==> src/rtl/ts_pkg.sv <==
// ts_pkg: constants and FSM state type shared by the TS sync/lock slice.
//   TS_SYNC_BYTE  MPEG-2 TS sync byte value
//   TS_LEN_188    plain TS packet length
//   TS_LEN_204    RS-coded TS packet length
//   ts_state_e    sync FSM states (HUNT, VERIFY, LOCKED)
package ts_pkg;

   localparam logic [7:0] TS_SYNC_BYTE = 8'h47;
   localparam int         TS_LEN_188   = 188;
   localparam int         TS_LEN_204   = 204;

   typedef enum logic [1:0] {
      HUNT   = 2'd0,
      VERIFY = 2'd1,
      LOCKED = 2'd2
   } ts_state_e;

endpackage

==> src/rtl/ts_pos_counter.sv <==
// ts_pos_counter: byte position inside a TS packet, counted in valid bytes.
//   clk       clock, rising edge
//   rst       synchronous active-high reset (pos -> 0)
//   en        advance qualifier (byte_valid); nothing changes while low
//   clr       force pos to 0 on an enabled byte
//   load1     force pos to 1 on an enabled byte (sync byte just seen at 0)
//   pos       current position, 0..PKT_LEN-1
//   at_start  pos == 0 (sync byte slot)
//   at_end    pos == PKT_LEN-1 (last byte of packet)
module ts_pos_counter
   import ts_pkg::*;
#(
   parameter int PKT_LEN = TS_LEN_188,
   parameter int POS_W   = (PKT_LEN > 1) ? $clog2(PKT_LEN) : 1
) (
   input  logic             clk,
   input  logic             rst,
   input  logic             en,
   input  logic             clr,
   input  logic             load1,
   output logic [POS_W-1:0] pos,
   output logic             at_start,
   output logic             at_end
);

   assign at_start = (pos == '0);
   assign at_end   = (pos == POS_W'(PKT_LEN - 1));

   always_ff @(posedge clk) begin
      if (rst) begin
         pos <= '0;
      end else if (en) begin
         if (clr)         pos <= '0;
         else if (load1)  pos <= POS_W'(1);
         else if (at_end) pos <= '0;
         else             pos <= pos + POS_W'(1);
      end
   end

endmodule

==> src/rtl/ts_sync_lock.sv <==
// ts_sync_lock: single-channel MPEG-2 TS sync acquisition with flywheel lock.
//   clk           clock, rising edge
//   rst           synchronous active-high reset
//   byte_in       stream byte
//   byte_valid    byte_in qualifier; all state advances only on valid bytes
//   byte_out      registered byte_in (0 when not valid)
//   valid         registered byte_valid
//   sync          byte_out is a packet start while locked
//   locked        lock status aligned with byte_out (holds across gaps)
//   pkt_end       byte_out is the last byte of a locked packet
//   sync_err      pulse: sync slot held a non-sync byte while locked
//   lock_lost     pulse: lock dropped on this byte
//   sync_err_cnt  saturating count of sync_err pulses
module ts_sync_lock
   import ts_pkg::*;
#(
   parameter int         PKT_LEN      = TS_LEN_188,
   parameter logic [7:0] SYNC_BYTE    = TS_SYNC_BYTE,
   parameter int         LOCK_COUNT   = 5,
   parameter int         UNLOCK_COUNT = 3
) (
   input  logic        clk,
   input  logic        rst,
   input  logic [7:0]  byte_in,
   input  logic        byte_valid,
   output logic [7:0]  byte_out,
   output logic        valid,
   output logic        sync,
   output logic        locked,
   output logic        pkt_end,
   output logic        sync_err,
   output logic        lock_lost,
   output logic [15:0] sync_err_cnt
);

   localparam int POS_W  = (PKT_LEN > 1) ? $clog2(PKT_LEN) : 1;
   localparam int GOOD_W = $clog2(LOCK_COUNT + 1);
   localparam int MISS_W = (UNLOCK_COUNT > 1) ? $clog2(UNLOCK_COUNT + 1) : 1;

   ts_state_e          state, state_nxt;
   logic [GOOD_W-1:0]  good, good_nxt, good_inc;
   logic [MISS_W-1:0]  miss, miss_nxt, miss_inc;
   logic [POS_W-1:0]   pos;
   logic               at_start, at_end;
   logic               pos_clr, pos_load1;
   logic               is_sync;
   logic               sync_d, pkt_end_d, err_d, lost_d;

   ts_pos_counter #(
      .PKT_LEN (PKT_LEN),
      .POS_W   (POS_W)
   ) u_pos (
      .clk      (clk),
      .rst      (rst),
      .en       (byte_valid),
      .clr      (pos_clr),
      .load1    (pos_load1),
      .pos      (pos),
      .at_start (at_start),
      .at_end   (at_end)
   );

   assign is_sync  = (byte_in == SYNC_BYTE);
   assign good_inc = good + GOOD_W'(1);
   assign miss_inc = miss + MISS_W'(1);

   // State register (with its good/miss counters)
   always_ff @(posedge clk) begin
      if (rst) begin
         state <= HUNT;
         good  <= '0;
         miss  <= '0;
      end else if (byte_valid) begin
         state <= state_nxt;
         good  <= good_nxt;
         miss  <= miss_nxt;
      end
   end

   // Next state and per-byte flags. Everything is gated by byte_valid so
   // idle cycles leave the FSM, counters and position untouched.
   always_comb begin
      state_nxt = state;
      good_nxt  = good;
      miss_nxt  = miss;
      pos_clr   = 1'b0;
      pos_load1 = 1'b0;
      sync_d    = 1'b0;
      pkt_end_d = 1'b0;
      err_d     = 1'b0;
      lost_d    = 1'b0;
      if (byte_valid) begin
         case (state)
            HUNT: begin
               if (is_sync) begin
                  pos_load1 = 1'b1;
                  good_nxt  = GOOD_W'(1);
                  state_nxt = VERIFY;
               end else begin
                  pos_clr = 1'b1;
               end
            end
            VERIFY: begin
               if (at_start) begin
                  if (is_sync) begin
                     if (good_inc == GOOD_W'(LOCK_COUNT)) begin
                        state_nxt = LOCKED;
                        good_nxt  = '0;
                        miss_nxt  = '0;
                        sync_d    = 1'b1;
                     end else begin
                        good_nxt = good_inc;
                     end
                  end else begin
                     // mismatching byte is consumed, not retried as a candidate
                     state_nxt = HUNT;
                     good_nxt  = '0;
                     pos_clr   = 1'b1;
                  end
               end
            end
            LOCKED: begin
               pkt_end_d = at_end;
               if (at_start) begin
                  if (is_sync) begin
                     miss_nxt = '0;
                     sync_d   = 1'b1;
                  end else if (miss_inc == MISS_W'(UNLOCK_COUNT)) begin
                     state_nxt = HUNT;
                     miss_nxt  = '0;
                     err_d     = 1'b1;
                     lost_d    = 1'b1;
                     pos_clr   = 1'b1;
                  end else begin
                     // flywheel: keep flagging the expected packet start
                     miss_nxt = miss_inc;
                     sync_d   = 1'b1;
                     err_d    = 1'b1;
                  end
               end
            end
            default: begin
               state_nxt = HUNT;
               good_nxt  = '0;
               miss_nxt  = '0;
               pos_clr   = 1'b1;
            end
         endcase
      end
   end

   // Registered outputs, one cycle behind byte_in
   always_ff @(posedge clk) begin
      if (rst) begin
         byte_out     <= '0;
         valid        <= 1'b0;
         sync         <= 1'b0;
         locked       <= 1'b0;
         pkt_end      <= 1'b0;
         sync_err     <= 1'b0;
         lock_lost    <= 1'b0;
         sync_err_cnt <= '0;
      end else begin
         byte_out  <= byte_valid ? byte_in : 8'h00;
         valid     <= byte_valid;
         sync      <= sync_d;
         pkt_end   <= pkt_end_d;
         sync_err  <= err_d;
         lock_lost <= lost_d;
         if (byte_valid)
            locked <= (state_nxt == LOCKED);
         if (err_d && (sync_err_cnt != 16'hFFFF))
            sync_err_cnt <= sync_err_cnt + 16'd1;
      end
   end

endmodule

==> config.mk <==
export PLATFORM = sky130hd
export DESIGN_NAME = ts_sync_lock
export DESIGN_NICKNAME = d
export VERILOG_FILES = /design/src/rtl/ts_pkg.sv /design/src/rtl/ts_pos_counter.sv /design/src/rtl/ts_sync_lock.sv
export SDC_FILE = /design/constraint.sdc
export NUM_CORES = 1
export LEC_CHECK = 0
export ABC_AREA = 1
export CAP_MARGIN = 20
export CORE_MARGIN = 5
export CORE_UTILIZATION = 50
export CTS_CLUSTER_SIZE = 40
export DETAILED_ROUTE_END_ITERATION = 16
export HOLD_SLACK_MARGIN = 0.05
export MAX_ROUTING_LAYER = met4
export PLACE_DENSITY_LB_ADDON = 0.15
export SETUP_SLACK_MARGIN = 0.3
export SLEW_MARGIN = 15
export SYNTH_ARGS = -nofsm -noshare
export SYNTH_HDL_FRONTEND = slang
export SYNTH_SLANG_ARGS = --single-unit
==> constraint.sdc <==
create_clock -name clk -period 1.7 [get_ports clk]
set_input_delay 0.51 -clock clk [delete_from_list [all_inputs] [get_ports clk]]
set_output_delay 0.51 -clock clk [all_outputs]
set_load 0.01 [all_outputs]
Word-level counts from Yosys, hierarchy flattened
Cells that the tools add are included.
Widths: inputs -> output; s select.
- logic and storage cells: 82
- bits in registers: 45
- input bits: 11
- output and inout bits: 30
- multiplexer cells: 43
- $add $sub $neg: 4
- reduce and logical (&&, ||, !) cells: 7
- bitwise gates (word level): 3
- equal/unequal tests: 13
- operators by type and width (kind ; count):
    $mux 2 ; 14
    $mux 8 ; 3
    $mux 1 ; 17
    $add 16x1->16 const B ; 1
    $ne 16x16->1 const B ; 1
    $mux 3 ; 4
    $pmux 2 s3 ; 2
    $ne 2x2->1 const B ; 5
    $pmux 3 s3 ; 1
    $add 8x1->8 const B ; 1
    $eq 8x7->1 const B ; 1
    $eq 8x8->1 const B ; 1
    $logic_not 8->1 ; 1
    $eq 2x2->1 const B ; 3
    $reduce_and 6->1 ; 1
    $reduce_and 4->1 ; 1
    $add 3x1->3 const B ; 1
    $eq 3x3->1 const B ; 1
    $not 1->1 ; 3
    $pmux 1 s3 ; 1
    $reduce_or 3->1 ; 1
    $add 2x1->2 const B ; 1
    $eq 2x1->1 const B ; 1
    $logic_not 2->1 ; 1
    3 further kinds ; 3

Longest topological paths before layout
Gate-level depths: netlist of run 1.
- depth after elaboration: 8
- gate-level depth with buffers: 11
- mapped depth without buffers: 11

Cells and area by module
Synthesis of run 1 repeated with hierarchy kept, for this count alone.
- cells, all modules: 345
- area, all modules: 2419.8 µm²
- modules (own cells, without submodules) (module ; sequential area each (µm²) ; instances ; area an instance (µm²) ; cells each):
    ts_sync_lock ; 740.7 ; 1 ; 1871.8 ; 266
    ts_pos_counter ; 160.2 ; 1 ; 548.0 ; 79

Worst setup path after synthesis of run 1
OpenSTA, ideal clock, no wires.
- path type: register to register
- start point: register sync_err_cnt[1]
- end point: register sync_err_cnt[11]
- arrival: 1.433 ns
- setup slack: 0.153 ns
- clock period less this slack: 1.547 ns
- data required time: 1.586 ns
- cell stages (with the launch flop): 9
- library setup time: 0.114 ns
- path buffers: 0
- cell sequence: dfxtp_1 -> ha_1 -> nand3_2 -> nor3_4 -> nand4_4 -> nand3_1 -> nand2_1 -> nand2_1 -> nor2_2
- word-level cells in the longest chain between the ends: 2
- elaborated cells on any way between the ends: 3
- those cells by class: add/sub: 1; eq/ne: 1; reduce/logical: 1
- RTL lines (what ; RTL line ; RTL):
    start: declaration ; ts_sync_lock.sv:33 ; output logic [15:0] sync_err_cnt
    start signal: assignment ; ts_sync_lock.sv:173 ; sync_err_cnt <= sync_err_cnt + 16'd1;
    parallel branches: the longest is 2 deep, another holds $add 16x1->16 ; - ;
Several ways; the timed one is not identified.
A chain may end at the register's enable or synchronous reset.

Final worst setup path of run 1
- start point: register u_pos.pos[1]
- end point: register good[0]
- word-level cells in the longest chain between the ends: 3
- RTL lines (what ; RTL line ; RTL):
    start: declaration ; ts_pos_counter.sv:21 ; output logic [POS_W-1:0] pos,
    start signal: assignment ; ts_pos_counter.sv:36 ; else pos <= pos + POS_W'(1);
    $logic_not 8->1 ; ts_pos_counter.sv:26 ; assign at_start = (pos == '0);
    $ne 2x2->1 (no line) ; - ;
    $reduce_and 4->1 (no line) ; - ;
    end signal: assignment ; ts_sync_lock.sv:75 ; good <= good_nxt;
    end: declaration ; ts_sync_lock.sv:41 ; logic [GOOD_W-1:0] good, good_nxt, good_inc;
Every way passes these cells.

==> results.txt, run 1 <==
The startpoint identified for the worst register-to-register timing path is u_pos.pos[1]. The tools report the internal power contribution as 1.43 mW. The kind of end point of the critical path is a flip-flop.

After the first detailed-routing iteration, the DRC count stood at 162. The count of port buffers added during placement was 40. In this run the tightest slew margin relative to its limit is 72.7%.

The run finished with clean final reports. The logic gate share of total power is 10.1%, and the area overhead of the layout relative to synthesis is 51.9%. After detailed routing, the number of remaining DRC violations is 0. Leaving out fill and tap cells, the most frequent cells in the layout are sky130_fd_sc_hd__nand2_1 (56), sky130_fd_sc_hd__buf_4 (45), sky130_fd_sc_hd__nor2_1 (39), sky130_fd_sc_hd__inv_1 (38), sky130_fd_sc_hd__nand3_1 (22). Across every metal layer, demand over resource in global routing totals 23.9%. The clock net in this run drives a total of 45 sinks.

The power spent charging and discharging nets was 0.509 mW. The setup path with the least slack is of type reg -> reg. The clock transition at the registers of the reported paths was 90 ps. The tightest min-delay check is of the in -> reg type.

For this run, the post-layout net count is 502. The final count of pins violating max slew came out at 0. The worst register-to-register path ends at good[0].

Entering global routing, the biggest net connects 15 pins. Floorplan die width: 82.9 um. Counting distinct cell types in the post-synthesis netlist gives 32.

The cell count after synthesis came out at 382. For the synthesized netlist net count, the log shows 402. Traced cell by cell, the critical path runs through inv_2 > ha_4 > nand3_4 > nor2_8 > nor2_4 > nor2_4 > nand3_4 > o21ai_2 > a21oi_1. After detailed placement, the total cell area comes to 3410 um^2.

Data arrives at the worst endpoint at 1800 ps. The clock network power share is 35.4%, and the first-pass iteration count of the detailed router is 4. Counting flops and latches in the post-synthesis netlist gives 45. Of the total power, the share spent switching nets is 26.3%.

Routability-driven placement finished with a final weighted congestion of 0.899. The initial antenna violation count came out at 0. The mapped netlist covers 2650 um^2.

The cell type contributing the most total cell area after synthesis is sky130_fd_sc_hd__dfxtp_1. For this design the ratio of total power to cell area is 480 nW/um^2. TritonCTS built the clock tree. The tools report the core area as 5140 um^2. The final hold violation count was 0; the footprint of the multi-input gates was 1920 um^2. The floorplan step defined a die boundary enclosing 6860 um^2.

For this configuration, the core starts out at a cell density of 51.6%. The via count of the first global-routing pass was 2893. During synthesis, Yosys emitted a total of 0 warnings. The final layout contains routed wiring with a total length of 8470 um. The run gives 427 uV as the worst voltage drop across the vdd grid.

The tools report the diode insertion count for antenna repair as 0. Setup repair after global routing could not meet its margin everywhere. After detailed routing, the average wire length per cell comes to 15.3 um.

For this run, the number of standard cells in the final layout without fillers is 553. The final critical path takes up 95.0% of the cycle. After detailed placement, the design holds a cell count of 513. Of the post-synthesis cell area, the dominant cell type holds 33.9%.

Dividing the synthesized area by the synthesized cell count gives 6.95 um^2. The vertical extent of the die is 82.9 um. Cells with a size suffix above 1 make up 49.5% of the layout. Sequential elements use 33.9% of the synthesized area. Number of maximum-capacitance constraint violations: 0.

The tools report the pre-CTS setup slack as -577 ps. Registers take 951 um^2. The top fanout value on the critical path works out to 6. The tools report the capture endpoint of the worst hold path as byte_out[6].

First-pass GRT wire length: 13200 um. The logs give 5 for the number of buffers added by the clock tree synthesis step and 3009 for the number of vias after detailed routing. The remaining number of nets flagged by the antenna check after routing was 0; the number of standard-cell rows in the floorplan was 26. Fmax: 619 MHz. For the worst flop-to-flop path, the logic depth is 9. The number of H-tree branching levels is 2. The insertion delay to the later sink of the worst-skew pair was 310 ps; the final clock skew was 10.2 ps.

The filler cells instantiated in the layout total 363. Sequential cells burn 54.5% of the power. The number of cells traversed by the worst hold path was 3; the minimum period implied by the final worst setup slack was 1610 ps.

For the leakage power, the log shows 1.77 nW. After legalization and detailed placement, the total HPWL measured 5220 um. The library cell used most frequently in the layout, excluding fill and tap cells, is sky130_fd_sc_hd__nand2_1. In the routed layout, each cell is associated on average with a via count of 5.44. The longest clock path from root to sink contains 2 buffers. The tools report the start point of the worst min-delay path as byte_in[6]. The slowest stage of the critical path is the sky130_fd_sc_hd__dfxtp_2 cell. The cell sitting at the root of the clock tree is a sky130_fd_sc_hd__clkbuf_8.

The largest single stage delay on the critical path is 340 ps. The post-cts hold buffer count was 0. Data on the critical path is required at its endpoint by 1890 ps.

Ranked by total cell area, the synthesized netlist is headed by sky130_fd_sc_hd__dfxtp_1 (34%), sky130_fd_sc_hd__nand2_1 (10%), sky130_fd_sc_hd__nor2_1 (7.8%). For this run the aggregate overflow at the end of global routing stands at 0. The logs give 90 ps for the setup slack of the most critical reg-to-reg path and 0 for the setup-violating endpoint count in the final report.

The worst hold slack was 417 ps. Transition time of the tightest slew-check pin: 405 ps. The category of the worst setup path launch point is a flip-flop.

The count of pins on the block boundary is 41, and the final worst-path setup slack is 85.3 ps. The tools report the summed area of non-filler cells in the final layout as 4030 um^2. Total power for the finished layout comes to 1.93 mW.
-- power by group through the flow --
stage	combinational [mW]	clock, mW	sequential, mW
floorplan	0.0739	0	1.09
global route	0.208	0.733	1.06
global placement	0.162	0	1.09
detailed placement	0.163	0	1.09
finish	0.195	0.685	1.05
CTS	0.179	0.688	1.06
-- per-stage QoR --
step	TNS, ps	util (%)
6_report	0	78.4
5_1_grt	0	78.4
4_1_cts	0	76.4
3_5_place_dp	-17740	66.3
3_3_place_gp	-16810	66.3
2_1_floorplan	0	-
-- worst max-delay path by stage --
stage | from | end | slack [ps] | cells past startpoint
finish | u_pos.pos[1] | good[0] | 90 | 9
global route | u_pos.pos[1] | good[0] | 30 | 9
CTS | u_pos.pos[0] | miss[0] | 160 | 10
detailed placement | byte_in[5] | sync_err_cnt[14] | -580 | 9
global placement | byte_in[5] | sync_err_cnt[14] | -510 | 9
floorplan | byte_in[5] | miss[0] | 180 | 11
-- cell usage after synthesis, drive strengths merged --
cell type	n
nand3	40
buf	4
clkinv	3
inv	53
xor2	6
nand2	80
o22ai	2
a21oi	28
dfxtp	45
ha	9
nor3	8
clkbuf	2
a211oi	1
nand4	12
nor2	67
nor3b	2
xnor2	1
nand3b	1
o21ai	17
a21o	1
-- per-layer routing --
layer  global-route usage [%]  vias to the layer above  wire length [um]  part of all wire [%]
met5                        -                        -                 0                     0
met4                     13.8                        0               426                   5.0
met3                     4.46                       44               539                   6.4
met2                     40.7                      137              4300                    51
met1                     25.8                     1392              3210                    38
li1                         -                     1436                 -                     -
-- state kept, by name, summed over array words and instances (netlist names), 2 cells and up --
register      count
state             2
good              3
miss              2
sync_err_cnt     16
u_pos.pos         8
byte_out          8
-- area by class of cell --
| cell class | count | share of cell area (%) |
|---|---|---|
| Tap cell | 70 | 2.17 |
| Sequential cell | 45 | 23.6 |
| Inverter | 56 | 5.99 |
| Multi-Input combinational cell | 276 | 47.6 |
| Timing Repair Buffer | 98 | 18.5 |
| Clock inverter | 2 | 0.341 |
| Clock buffer | 6 | 1.80 |
-- critical path, delay by kind of cell (launching register included) --
| family | cells | cell delay, ps |
|---|---|---|
| compound gates | 2 | 270 |
| buf+inv | 1 | 70 |
| fa+ha+maj | 1 | 160 |
| flops | 1 | 340 |
| simple gates | 5 | 650 |
-- logic make-up (layout without fill, tap and decap cells) --
kind of cell	count (synthesis)	count (layout)	share of synthesized area [%]
AOI/OAI and AO/OA	49	49	9.71
xor gates and xnor gates	7	7	2.31
adders and majority gates	9	9	4.24
buffers and inverters	62	162	9.52
DFF	45	45	33.9
and+or+nand+nor	210	211	40.3
-- timing repair --
action,CTS,global route
pin swaps,37,30
gates resized for setup,194,71
endpoints found under the setup margin,74,53
setup buffers,26,5
gates cloned,1,0
Note: power is estimated with default switching activity, not from simulation.
==> inputs of run 2 (changes only) <==
--- a/config.mk
+++ b/config.mk
@@ -13,7 +13,7 @@
 export DETAILED_ROUTE_END_ITERATION = 16
 export HOLD_SLACK_MARGIN = 0.05
 export MAX_ROUTING_LAYER = met4
-export PLACE_DENSITY_LB_ADDON = 0.15
+export PLACE_DENSITY_LB_ADDON = 0.25
 export SETUP_SLACK_MARGIN = 0.3
 export SLEW_MARGIN = 15
 export SYNTH_ARGS = -nofsm -noshare
==> run 2 against run 1 <==
Compared with the run above: via count is 2.9% lower; cell count shrank 1.6%; clock power is 4.1% lower; non-clock buffer count shrank 9; wire length shrank 2.0%; highest routed layer unchanged; sequential share of layout area up 0.27 points; critical path depth up 1; combinational power hardly changed; register-to-register slack better by 50 ps; power decreased by 1.8%.
==> results.txt, run 2 (same netlist as run 1, synthesis figures left out) <==
The run finished with clean final reports. More flip-flops sit in one register than any other, and that register is sync_err_cnt. The via count of the first global-routing pass is 2928 (+1.2%). The run gives 1800 ps (about the same) as the critical path arrival. The number of H-tree branching levels is 2 (unchanged).

In this design, the critical path's most frequently occurring cell is sky130_fd_sc_hd__nand2_2. Remaining number of nets flagged by the antenna check after routing: 0 (unchanged). The top fanout value on the critical path came out at 8 (+2). In the layout the commonest cells are sky130_fd_sc_hd__nand2_1 (59), sky130_fd_sc_hd__nor2_1 (42), sky130_fd_sc_hd__buf_4 (40), sky130_fd_sc_hd__inv_1 (37).

For the worst voltage drop across the vdd grid, the log shows 476 uV (+11%). The endpoint required time on the critical path came out at 1930 ps (+40 ps). The count of buffering cells on the critical path with inverters included was 3 (+2); the initial standard-cell utilization of the core was 51.6% (unchanged). The die outline area came out at 6860 um^2 (unchanged). The final count of pins violating max slew is 0 (unchanged).

The post-detailed-route via-to-cell ratio came out at 5.37 (-1.3%). The share of cells above drive strength 1 came out at 50.2% (+0.73 points). The number of cells in the design after placement is 509 (-0.78%), and the floorplan die width is 82.9 um (unchanged).

The total wire length is 8300 um (-2.0%). The tools report the post-detailed-route DRC marker count as 0 (unchanged). The vertical extent of the die came out at 82.9 um (unchanged). The critical path's largest stage delay is 340 ps (about the same), and the setup slack of the most critical reg-to-reg path is 130 ps (+50 ps). Among all stages on the critical path, the largest delay is contributed by sky130_fd_sc_hd__dfxtp_2. The run gives 15 (unchanged) as the pin count of the biggest net entering global routing. The tools report the worst slew slack as a fraction of its limit as 77.9% (+5.2 points). The critical path is of the reg -> reg type. The non-filler instance count after layout is 544 (-1.6%). The core area was 5140 um^2 (unchanged). The tools report the clock root buffer as sky130_fd_sc_hd__clkbuf_8. STA classifies the critical path endpoint as a flip-flop.

The global-route total usage across every layer was 23.9% (about the same); the number of standard-cell rows in the floorplan was 26 (unchanged). The worst hold path belongs to the class in -> reg. The area overhead of the layout relative to synthesis works out to 51.4%.

The number of buffers added by the clock tree synthesis step came out at 5 (unchanged). The run gives 638 MHz (+3.0%) as the fmax. The critical path goes through inv_2 > ha_4 > buf_4 > nand2_2 > nor2_2 > nand2_2 > nor3_4 > buf_12 > nand3_2 > a21oi_2. The HPWL after detailed placement was 5190 um (-0.55%); the net count of the finished layout was 493 (-1.8%). The run gives 1.90 mW (-1.8%) as the power consumption.

The leakage power was 1.76 nW (-0.53%); the initial antenna violation count was 0 (unchanged). Cell type group with the largest total delay on the critical path: simple AND/OR/NAND/NOR gates. For the final RePlAce weighted congestion, the log shows 0.901 (+0.21%). The largest registers in the layout are sync_err_cnt (16), byte_out (8), u_pos.pos (8). The count of port buffers added during placement is 40 (unchanged). The tools report the worst hold slack as 424 ps (+6.37 ps).

The clock transition at the registers of the reported paths came out at 90 ps (about the same). The run gives 0 (unchanged) as the sum of overflow across all layers after global routing. Post-detailed-route wirelength per cell: 15.3 um (-0.40%). The number of DRC violations after detailed-routing iteration 0 is 154 (-4.9%). The core utilization of the finished layout came out at 78.2% (-0.27 points). The run gives 2921 (-2.9%) as the number of vias after detailed routing. The final hold violation count is 0 (unchanged). The insertion delay to the later sink of the worst-skew pair is 300 ps (about the same), and the power per cell area is 473 nW/um^2 (-1.5%).

The transition time of the tightest slew-check pin came out at 332 ps (-73.7 ps). Most common cell after layout, fill and taps aside: sky130_fd_sc_hd__nand2_1. The minimum period implied by the final worst setup slack works out to 1570 ps (-46.7 ps).

Setup repair after global routing could not meet its margin everywhere. Number of maximum-capacitance constraint violations: 0 (unchanged). The critical path starts at u_pos.pos[1].

The worst register-to-register path begins at u_pos.pos[1]. The first-pass GRT wire length was 13500 um (+2.0%); the setup-violating endpoint count in the final report was 0 (unchanged). The clock sink count is 45 (unchanged), and the final clock period utilization by the worst path is 92.2% (-2.7 points).

The start point of the worst min-delay path was byte_in[3]. The diode insertion count for antenna repair was 0 (unchanged); the final clock skew was 6.11 ps (-4.12 ps). The tools report the category of the worst setup path launch point as a flip-flop. The maximum clock path buffer count was 2 (unchanged). Count of pins on the block boundary: 41 (unchanged).

The tools report the first-pass iteration count of the detailed router as 4 (unchanged). TritonCTS built the clock tree. The flip-flop count of the largest register after layout was 16 (unchanged).
## run 2: cell count changes in the layout (fill, tap and decap cells not counted), sizes merged
cell,previous run,this run
buf,76,73
clkbuf,19,16
clkdlybuf4s15,7,4
clkinv,2,5
clkinvlp,2,1
inv,54,52
## run 2: timing repair
item | CTS | global route
setup endpoints to repair | 74 | 59
gates cloned | 1 | 0
hold buffers | 0 | 0
buffers inserted | 21 | 5
resized for setup | 217 | 68
pin swaps | 39 | 28
## run 2: layer usage
layer	vias up	track usage (%)	wire [um]	share of wire [%]
met5	-	-	0	0
met4	0	10.8	277	3.3
met2	98	41.5	4440	53
met3	29	4.06	435	5.2
li1	1416	-	-	-
met1	1378	26.7	3150	38
## run 2: where the power goes
| part | switching, mW | total [mW] | internal (mW) |
|---|---|---|---|
| registers | 0.00390 | 1.05 | 1.05 |
| clock network | 0.371 | 0.657 | 0.286 |
| logic | 0.108 | 0.192 | 0.0837 |
| total | 0.483 | 1.90 | 1.42 |
## run 2: area by class of cell
| class | instances | area, um^2 |
|---|---|---|
| clock buffer | 6 | 72.6 |
| clock inverter | 2 | 10.0 |
| fill | 367 | 1120 |
| inverter | 56 | 246 |
| multi-input combinational | 276 | 1960 |
| sequential | 45 | 958 |
| tap | 70 | 87.6 |
| timing repair buffer | 89 | 679 |
## run 2: stage by stage
stage	setup WS (ps)	cell area, um^2	TNS (ps)
global route	-9.74	4020	-9.74
finish	132	4020	0
CTS	183	3850	0
detailed placement	-588	3390	-17560
floorplan	176	2760	0
global placement	-535	3390	-16050
## run 2: final timing paths
kind / endpoint / depth (start not counted)
setup / recovery: sync_err_cnt[7] / 10
hold reg to reg: locked / 2
setup reg to reg: sync_err_cnt[7] / 10
hold / removal: byte_out[3] / 3
## run 2: worst register-to-register path: stages (launching register included)
cell and delay [ps]:
sky130_fd_sc_hd__dfxtp_2 340, sky130_fd_sc_hd__inv_2 70, sky130_fd_sc_hd__ha_4 150, sky130_fd_sc_hd__buf_4 110, sky130_fd_sc_hd__nand2_2 50, sky130_fd_sc_hd__nor2_2 110, sky130_fd_sc_hd__nand2_2 90, sky130_fd_sc_hd__nor3_4 150
sky130_fd_sc_hd__buf_12 170, sky130_fd_sc_hd__nand3_2 90, sky130_fd_sc_hd__a21oi_2 160
==> inputs of run 3 (changes only) <==
--- a/config.mk
+++ b/config.mk
@@ -6,8 +6,7 @@
 export NUM_CORES = 1
 export LEC_CHECK = 0
 export ABC_AREA = 1
-export CAP_MARGIN = 20
-export CORE_MARGIN = 5
+export CORE_MARGIN = 10
 export CORE_UTILIZATION = 50
 export CTS_CLUSTER_SIZE = 40
 export DETAILED_ROUTE_END_ITERATION = 16
@@ -15,7 +14,6 @@
 export MAX_ROUTING_LAYER = met4
 export PLACE_DENSITY_LB_ADDON = 0.25
 export SETUP_SLACK_MARGIN = 0.3
-export SLEW_MARGIN = 15
 export SYNTH_ARGS = -nofsm -noshare
 export SYNTH_HDL_FRONTEND = slang
 export SYNTH_SLANG_ARGS = --single-unit
==> run 3 against run 2 <==
Compared with the run above: register-to-register slack got worse by 90 ps; critical path depth unchanged; count of clock-buffer cells in the layout down 1; first-iteration DRC count is 67% higher; final area increased by 5.6%; wire length rose by 20%; sequential share of layout area decreased by 1.2 points; power increased by 7.9%; die area up 26%; critical endpoint is now miss[1].
==> results.txt, run 3 (same netlist as run 1, synthesis figures left out) <==
The number of H-tree branching levels was 2 (unchanged); the die outline area was 8620 um^2 (+26%). The power per cell area was 483 nW/um^2 (+2.2%). The share of cells above drive strength 1 works out to 54.8% (+4.6 points). The diode insertion count for antenna repair is 0 (unchanged). The run gives 1850 ps (+50 ps) as the critical path arrival.

For the worst hold slack, the log shows 431 ps (+7.16 ps). Minimum period implied by the final worst setup slack: 1660 ps (+91.6 ps). The initial antenna violation count is 0 (unchanged), and the number of cells on the worst reg-to-reg path is 10 (unchanged). The clock root buffer was sky130_fd_sc_hd__clkbuf_8. The maximum clock path buffer count was 2 (unchanged). Path type of the worst setup path: reg -> reg. The endpoint required time on the critical path was 1890 ps (-40 ps); the floorplan die width was 92.9 um (+12%). Post-cts hold buffer count: 0 (unchanged). Setup-violating endpoint count in the final report: 0 (unchanged). The count of port buffers added during placement is 40 (unchanged), and the final hold violation count is 0 (unchanged).

The tools report the clock sink count as 45 (unchanged). The post-detailed-route wirelength per cell is 17.6 um (+15%), and the number of vias after detailed routing is 3224 (+10%). The power consumption was 2.05 mW (+7.9%).

The number of cells traversed by the worst hold path is 3 (unchanged), and the worst voltage drop across the vdd grid is 445 uV (-6.4%). The met1 wire length was 3630 um (+15%); the number of cells on the critical path was 10 (unchanged). The flow ran to the end, and the final reports show no timing, DRC or antenna violations. The pin count of the biggest net entering global routing came out at 15 (unchanged). The category of the worst setup path launch point is a flip-flop.

The kind of end point of the critical path is a flip-flop. The run gives 14000 um (+3.9%) as the first-pass GRT wire length. The global-route total usage across every layer came out at 20.1% (-3.7 points). The logs give 51.6% (unchanged) for the initial standard-cell utilization of the core and 0 (unchanged) for the remaining number of nets flagged by the antenna check after routing.

Via count of the first global-routing pass: 3025 (+3.3%). The post-detailed-route via-to-cell ratio was 5.70 (+6.1%). In the final layout, the registers with the most flip-flops are sync_err_cnt (16), byte_out (8), u_pos.pos (8).

For the HPWL after detailed placement, the log shows 5360 um (+3.2%). The critical path's largest stage delay is 360 ps (+20 ps). The transition time of the tightest slew-check pin is 356 ps (+23.8 ps), and the total wire length is 9940 um (+20%). Setup repair after global routing could not meet its margin everywhere.

The count of pins on the block boundary is 41 (unchanged), and the final clock skew is 5.57 ps (-0.544 ps). The vertical extent of the die was 92.9 um (+12%); the net count of the finished layout was 516 (+4.7%). The logs give 4950 um (+11%) for the met2 routed wirelength and 257 (+67%) for the number of DRC violations after detailed-routing iteration 0.

TritonCTS built the clock tree. Count of buffering cells on the critical path with inverters included: 2 (-1). From synthesis to final layout, the design area changed by 59.8%. The final clock period utilization by the worst path works out to 97.6% (+5.4 points). Final total negative setup slack: 0 ps (unchanged). For the final count of pins violating max slew, the log shows 0 (unchanged). The sum of met3 wire segment lengths after detailed routing is 745 um (+71%). The clock transition at the registers of the reported paths was 80 ps (about the same); the number of maximum-capacitance constraint violations was 0 (unchanged).

The core area was 5140 um^2 (unchanged). The post-detailed-route DRC marker count is 0 (unchanged), and the fmax is 603 MHz (-5.5%). The final RePlAce weighted congestion was 0.897 (-0.46%). The cell family contributing the most delay on the critical path is simple AND/OR/NAND/NOR gates. Traced cell by cell, the critical path runs through inv_4 > ha_4 > nand3_4 > nor2_8 > buf_6 > o22ai_4 > nor2_4 > nand3_2 > nand2_1 > nor2_1. The worst slew slack as a fraction of its limit was 76.2% (-1.7 points). The top fanout value on the critical path came out at 7 (-1). The flip-flop count of the largest register after layout is 16 (unchanged), and the number of standard-cell rows in the floorplan is 26 (unchanged). For the sum of overflow across all layers after global routing, the log shows 0 (unchanged). The insertion delay to the later sink of the worst-skew pair came out at 310 ps (about the same). The min-delay analysis places its worst path in the category in -> reg. The number of buffers added by the clock tree synthesis step is 5 (unchanged).

Leaving out fill and tap cells, the most frequent cell in the layout is sky130_fd_sc_hd__buf_4. The first-pass iteration count of the detailed router came out at 6 (+2). The critical path's slowest cell was sky130_fd_sc_hd__dfxtp_4. The leakage power is 1.85 nW (+5.1%). The library cells used most frequently in the layout, excluding fill and tap cells, are sky130_fd_sc_hd__buf_4 (58), sky130_fd_sc_hd__nand2_1 (55), sky130_fd_sc_hd__nor2_1 (38), sky130_fd_sc_hd__inv_1 (36), sky130_fd_sc_hd__buf_2 (21). Ranked by flip-flop count, first place goes to sync_err_cnt. Signal routing reaches up to met4.
## run 3: cell count changes in the layout (fill, tap and decap cells not counted), moves of 4 or more
cell,change
sky130_fd_sc_hd__buf_4,+18
sky130_fd_sc_hd__nand2_1,-4
sky130_fd_sc_hd__nor2_1,-4
sky130_fd_sc_hd__nor2_4,+4
sky130_fd_sc_hd__buf_6,+4
## run 3: repair_timing
action                                  in CTS  in global routing
setup buffers                               34                 15
resized for setup                          226                 77
pin swaps                                   52                 44
endpoints found under the setup margin      74                 64
gates cloned                                 0                  0
## run 3: layer usage
| layer | up-vias | track usage [%] |
|---|---|---|
| li1 | 1459 | - |
| met1 | 1519 | 21.0 |
| met2 | 182 | 35.3 |
| met3 | 64 | 4.68 |
| met4 | 0 | 9.13 |
| met5 | - | - |
## run 3: final timing paths
path	startpoint	slack, ps	end
setup / recovery	u_pos.pos[1]	40	miss[1]
hold / removal	byte_in[2]	430	byte_out[2]
setup reg to reg	u_pos.pos[1]	40	miss[1]
hold reg to reg	locked	460	locked
## run 3: stage by stage
| stage | utilization [%] | worst slack [ps] | cell area (um^2) | std cells |
|---|---|---|---|---|
| final | 82.5 | 40.4 | 4240 | 566 |
| after global routing | 82.5 | -5.63 | 4240 | 566 |
| after CTS | 77.5 | 177 | 3980 | 551 |
| after detailed placement | 65.9 | -585 | 3390 | 510 |
| after global placement | 65.9 | -530 | 3390 | 510 |
| after floorplan | - | 176 | 2760 | 382 |
## run 3: cell type report
type	count	area (um^2)
Inverter	56	241
Clock inverter	2	35.0
Tap cell	70	87.6
Clock buffer	5	68.8
Sequential cell	45	960
Timing Repair Buffer	113	862
Fill cell	301	898
Multi-Input combinational cell	275	1990
## run 3: tightest hold or removal path, cell delays in order
cell                     delay (ps)
sky130_fd_sc_hd__buf_2          110
sky130_fd_sc_hd__inv_1           40
sky130_fd_sc_hd__nor2_1          30
## run 3: power by group
| group | internal [mW] | switching [mW] | total, mW |
|---|---|---|---|
| logic | 0.0784 | 0.113 | 0.192 |
| registers | 1.05 | 0.00485 | 1.05 |
| clock network | 0.428 | 0.378 | 0.805 |
| total | 1.55 | 0.496 | 2.05 |
